File: config.mk
export PLATFORM = sky130hd
export DESIGN_NAME = rf_multi
export DESIGN_NICKNAME = d
export VERILOG_FILES = /design/src/rtl/rf_pkg.sv /design/src/rtl/rf_scoreboard.sv /design/src/rtl/rf_multi.sv
export SDC_FILE = /design/constraint.sdc
export NUM_CORES = 2
export LEC_CHECK = 0
export BUFFER_PORTS_ARGS = -buffer_cell sky130_fd_sc_hd__buf_2
export CAP_MARGIN = 20
export CELL_PAD_IN_SITES_DETAIL_PLACEMENT = 0
export CELL_PAD_IN_SITES_GLOBAL_PLACEMENT = 1
export CORE_ASPECT_RATIO = 0.5
export CORE_MARGIN = 4
export CORE_UTILIZATION = 35
export CTS_CLUSTER_SIZE = 24
export DETAILED_ROUTE_END_ITERATION = 7
export GPL_ROUTABILITY_DRIVEN = 0
export GPL_TIMING_DRIVEN = 0
export HOLD_SLACK_MARGIN = 0.02
export PLACE_DENSITY_LB_ADDON = 0.3
export SYNTH_ARGS = -nofsm -noshare
export SYNTH_HDL_FRONTEND = slang
export SYNTH_SLANG_ARGS = --single-unit
File: constraint.sdc
create_clock -name clk -period 1.9 [get_ports clk]
set_input_delay 0.19 -clock clk [delete_from_list [all_inputs] [get_ports clk]]
set_output_delay 0.19 -clock clk [all_outputs]
set_load 0.02 [all_outputs]
File: src/rtl/rf_pkg.sv
// Shared register-file definitions: default sizes and the register index type
// used by decode, writeback and the register file itself.
package rf_pkg;
  localparam int XLEN_DEF  = 32;
  localparam int NREGS_DEF = 32;
  localparam int AW_DEF    = $clog2(NREGS_DEF);

  typedef logic [AW_DEF-1:0] reg_idx_t;
endpackage

File: src/rtl/rf_scoreboard.sv
// Per-register busy bits marking registers with an outstanding producer.
// Priority per bit: claim sets, then flush clears, then a write clears.
module rf_scoreboard
  import rf_pkg::*;
#(
  parameter int NREGS    = NREGS_DEF,
  parameter int ZERO_REG = 1,
  localparam int AW      = $clog2(NREGS)
) (
  input  logic             clk,
  input  logic             rst_n,
  input  logic             claim_en,
  input  logic [AW-1:0]    claim_addr,
  input  logic             wr_en,
  input  logic [AW-1:0]    wr_addr,
  input  logic             flush,
  output logic [NREGS-1:0] busy
);

  logic [NREGS-1:0] busy_nxt;

  always_comb begin
    busy_nxt = busy;
    for (int i = 0; i < NREGS; i++) begin
      if (claim_en && claim_addr == AW'(i)) busy_nxt[i] = 1'b1;
      else if (flush)                       busy_nxt[i] = 1'b0;
      else if (wr_en && wr_addr == AW'(i)) busy_nxt[i] = 1'b0;
    end
    // x0 never has a producer when it is hardwired
    if (ZERO_REG != 0) busy_nxt[0] = 1'b0;
  end

  always_ff @(posedge clk or negedge rst_n) begin
    if (!rst_n) busy <= '0;
    else        busy <= busy_nxt;
  end

endmodule

File: src/rtl/rf_multi.sv
// Multi-port integer register file with hardwired x0, same-cycle write bypass
// and a busy scoreboard for decode hazard detection.
module rf_multi
  import rf_pkg::*;
#(
  parameter int XLEN     = XLEN_DEF,
  parameter int NREGS    = NREGS_DEF,
  parameter int NRD      = 2,
  parameter int ZERO_REG = 1,
  parameter int BYPASS   = 1,
  localparam int AW      = $clog2(NREGS)
) (
  input  logic              clk,
  input  logic              rst_n,
  input  logic [NRD*AW-1:0] rd_addr,
  output logic [NRD*XLEN-1:0] rd_data,
  output logic [NRD-1:0]    rd_busy,
  input  logic              wr_en,
  input  logic [AW-1:0]     wr_addr,
  input  logic [XLEN-1:0]   wr_data,
  input  logic              claim_en,
  input  logic [AW-1:0]     claim_addr,
  input  logic              flush
);

  logic [XLEN-1:0]  regs [NREGS];
  logic [NREGS-1:0] busy;
  logic             wr_hit;
  logic [AW-1:0]    ra;

  assign wr_hit = wr_en && !(ZERO_REG != 0 && wr_addr == '0);

  rf_scoreboard #(
    .NREGS    (NREGS),
    .ZERO_REG (ZERO_REG)
  ) u_scoreboard (
    .clk        (clk),
    .rst_n      (rst_n),
    .claim_en   (claim_en),
    .claim_addr (claim_addr),
    .wr_en      (wr_en),
    .wr_addr    (wr_addr),
    .flush      (flush),
    .busy       (busy)
  );

  always_ff @(posedge clk or negedge rst_n) begin
    if (!rst_n) begin
      for (int i = 0; i < NREGS; i++) regs[i] <= '0;
    end else if (wr_hit) begin
      regs[wr_addr] <= wr_data;
    end
  end

  // Read ports: x0 mask wins, then the in-flight write, then stored state
  always_comb begin
    rd_data = '0;
    rd_busy = '0;
    ra      = '0;
    for (int p = 0; p < NRD; p++) begin
      ra = rd_addr[p*AW +: AW];
      if (ZERO_REG != 0 && ra == '0) begin
        rd_data[p*XLEN +: XLEN] = '0;
        rd_busy[p]              = 1'b0;
      end else if (BYPASS != 0 && wr_en && wr_addr == ra) begin
        rd_data[p*XLEN +: XLEN] = wr_data;
        rd_busy[p]              = 1'b0;
      end else begin
        rd_data[p*XLEN +: XLEN] = regs[ra];
        rd_busy[p]              = busy[ra];
      end
    end
  end

endmodule

==> run_results.csv <==
group,metric,value,unit
power_and_ir_drop,p_comb_frac,0.235,
finish,fillCellCount,14600,
timing,setup_violations,154,
logic_synthesis,synthAdderAreaFrac,0,
logic_synthesis,synthFlopType,"dfrtp_1",
timing,final-hold-violation-count,204,
status,status,"finished with violations",
logic_synthesis,synth_top_area_share,0.462,
setup_path,cp.depth,9,
clock_tree,cts_root_buf,"clkbuf_16",
clock_tree,cts_tree,"yes",
global_route,grt_pass1_vias,43800,
global_route,grt_usage,0.299,
timing,rsz0062_at_grt,"true",
timing,slew-limit-headroom,0.204,
power_and_ir_drop,p_total,69.8,mW
logic_synthesis,yosys.area.top_type,"dfrtp_1",
detailed_routing,drt_iter0_drc,5454,
timing,finalCriticalPeriod,2.82,ns
setup_path,start_kind,"input port",
floorplan,coreArea,161000,µm²
global_route,grt_max_degree,160,
power_and_ir_drop,clock_power_share,0.337,
logic_synthesis,syn_avg_cell_area,14.3,µm²
power_and_ir_drop,ir_worst_vdd,0.000802,V
timing,fin_worst_skew,0,ns
global_route,grt_antenna_before_repair,7,
clock_tree,cts_made_buffers,108,
power_and_ir_drop,p_seq_frac,0.428,
logic_synthesis,synth-edff-count,0,
logic_synthesis,synthTopCellsByArea,"dfrtp_1 (46%), mux2_2 (20%), mux4_2 (16%), mux2i_1 (4.5%), clkbuf_1 (1.6%)",
finish,layout.cells.non_filler,6648,
power_and_ir_drop,p_sw_frac,0.298,
worst_hold_path,hold_class,"input port to asynchronous set/reset pin",
setup_path,setup.worst_path.class,"input port to output pin",
logic_synthesis,synth_top_family_by_area,"multiplexers",
setup_path,slowest_delay,0.69,ns
logic_synthesis,yosysSeqAreaShare,0.462,
timing,fmax,354,MHz
power_and_ir_drop,power.density,1010,nW/µm²
finish,syn_to_final_growth,20.7,%
detailed_routing,dr.pass1.iters,7,
placed_design,hpwl,182,mm
logic_synthesis,synth_xor_area_frac,0.00153,
setup_path,worst_setup_path_end_kind,"output pin",
logic_synthesis,netlist_area,57100,µm²
timing,worstMarginPinSlew,1.19,ns
finish,layout-drive-gt1-share,0.535,
clock_tree,clk_pin_slew,0.06,ns
floorplan,ios,123,
clock_tree,cts.sinks,1055,
setup_path,r2r_slack,0.86,ns
logic_synthesis,post-synth-top-count-cell,"dfrtp_1",
global_route,grt_overflow,0,
detailed_routing,routed_wl,258,mm
floorplan,fp.dieH,294,µm
setup_path,cp_slowest_cell,"nor4_2",
setup_path,cp_num_buf_inv,6,
logic_synthesis,yosys_register_bits,1055,
logic_synthesis,yosysWarnings,0,
logic_synthesis,synth_compound_area_frac,0.0613,
clock_tree,cts_htree_levels,3,
status,violations,"negative hold slack, negative setup slack",
setup_path,r2r_end,"regs[526]",
detailed_routing,routed_via_density,6.46,
floorplan,start_util,0.354,
floorplan,num_rows,104,
job,cap_violations,0,
power_and_ir_drop,switchingPower,20.8,mW
logic_synthesis,netlist_instances,4000,
setup_path,r2r-start,"regs[526]",
logic_synthesis,synthSimpleGateAreaFrac,0.0268,
logic_synthesis,synth.area.mux_share,0.406,
placed_design,dp.cells,6344,
setup_path,crit_chain,"buf_2, buf_8, buf_6, buf_4, nor4_2, buf_4, nor4_2, a31o_2, buf_6",
timing,drv_slew,0,
timing,fin_ws,-0.925,ns
setup_path,cp.arrival,2.63,ns
logic_synthesis,ys_types,68,
detailed_routing,antenna_left,0,
clock_tree,clockBufferDepth,3,
detailed_routing,wl_per_cell,38.8,µm
setup_path,path_max_fanout,10,
detailed_routing,vias,42900,
global_route,grt_pass1_wl,355,mm
finish,nets,4439,
logic_synthesis,synthArstFlopShare,1.00,
power_and_ir_drop,p_int,49.0,mW
setup_path,cp_data_required_time,1.71,ns
detailed_routing,drc,0,
timing,finalCritPeriodShare,1.49,
logic_synthesis,syn_nets,4057,
placed_design,port_buffers,116,
setup_path,reg2regPathDepth,3,
power_and_ir_drop,p_leak,29.5,nW
floorplan,fp.dieArea,170000,µm²
clock_tree,insertion_delay,0.74,ns
timing,holdWs,-0.616,ns
placed_design,place_ws,-2.12,ns
floorplan,die_w,579,µm
logic_synthesis,synth_common_cells,"dfrtp_1 (1,055), mux2_2 (1,004), mux4_2 (411), mux2i_1 (259), clkbuf_1 (239)",
setup_path,crit_family,"buffers and inverters",
-- final cells by class --
cell class / instances / area (µm²) / share of cell area
Buffer: 453 / 3050 / 0.0442
Inverter: 23 / 92.6 / 0.00134
Clock buffer: 152 / 3120 / 0.0453
Tap cell: 2173 / 2720 / 0.0395
Sequential cell: 1055 / 26400 / 0.383
Multi-Input combinational cell: 2464 / 29900 / 0.434
Clock inverter: 47 / 693 / 0.0101
Antenna cell: 4 / 10.0 / 0.000145
Timing Repair Buffer: 277 / 2900 / 0.0421
-- cell usage in the layout (no fill, tap or decap), types with 17 or more instances in the layout --
master | synthesis | layout
a221oi_1 | 74 | 35
mux4_2 | 411 | 411
clkbuf_1 | 239 | 176
dlygate4sd3_1 | 0 | 46
nor2_1 | 68 | 33
nor2_2 | 2 | 26
nand2_1 | 52 | 42
o22ai_1 | 72 | 49
buf_6 | 23 | 107
o21ai_1 | 5 | 30
buf_1 | 31 | 20
o22ai_2 | 0 | 19
clkbuf_4 | 0 | 47
a221o_1 | 22 | 22
a22oi_1 | 45 | 30
inv_1 | 21 | 19
a21oi_2 | 0 | 22
nand3_1 | 45 | 33
buf_2 | 120 | 128
buf_12 | 4 | 17
clkbuf_2 | 0 | 30
buf_8 | 10 | 47
dfrtp_1 | 1055 | 1055
clkbuf_16 | 0 | 112
buf_4 | 31 | 107
o21ai_0 | 107 | 63
a221oi_2 | 0 | 37
clkinv_2 | 0 | 23
mux2_2 | 1004 | 1003
mux2i_1 | 259 | 244
clkbuf_8 | 0 | 25
-- flip-flops by register name, indices dropped and copies added, names as in the netlist --
| register | cells |
|---|---|
| regs | 1024 |
| u_scoreboard.busy | 31 |
-- per-layer routing --
layer,vias up,global-route usage,wire (µm)
li1,16300,-,-
met4,6,0.171,18600
met1,23200,0.393,101000
met3,760,0.0820,26900
met5,-,0,41
met2,2711,0.445,111000
-- through the flow --
| step | setup TNS, ns | cell area [µm²] | hold WS (ns) | utilization |
|---|---|---|---|---|
| after floorplan | -0.454 | 57300 | -0.106 | - |
| final | -53.23 | 68900 | -0.616 | 0.427 |
| after global routing | -51.08 | 68900 | -0.590 | 0.427 |
| after CTS | -50.89 | 68000 | -0.608 | 0.421 |
| after detailed placement | -1022.49 | 61600 | 0.180 | 0.381 |
| after global placement | - | 60600 | 0.454 | 0.375 |
-- worst max-delay path by stage --
stage / startpoint / to / slack [ns]
global route: regs[946] / rd_data[50] / -0.96
global placement: rst_n / regs[5] / -22.55
CTS: regs[10] / rd_data[42] / -0.96
floorplan: rd_addr[6] / rd_data[47] / -0.07
detailed placement: rd_addr[4] / rd_data[17] / -2.12
finish: rd_addr[6] / rd_data[42] / -0.92
-- cells by family (layout without fill, tap and decap cells) --
family | Yosys count | after routing
xor+xnor | 10 | 10
mux | 1674 | 1674
simple gates | 293 | 293
flops | 1055 | 1055
compound gates | 487 | 487
buf+inv | 481 | 952
other cells | 0 | 4
-- power groups by stage --
| stage | combinational, mW | clock [mW] | sequential, mW |
|---|---|---|---|
| detailed placement | 14.6 | 0 | 30.1 |
| floorplan | 10.2 | 0 | 28.9 |
| finish | 16.4 | 23.6 | 29.9 |
| global placement | 14.2 | 0 | 29.7 |
| global route | 17.2 | 24.6 | 30.2 |
| CTS | 15.8 | 23.7 | 29.6 |
-- timing repair --
action                                  CTS  global route
endpoints found under the hold margin   261           148
buffers inserted                         35            20
gates cloned                              3             1
hold buffers                             45             1
pin swaps                               102            73
endpoints found under the setup margin  386           217
resized for setup                       539           178
Note: power is estimated with default switching activity, not from simulation.
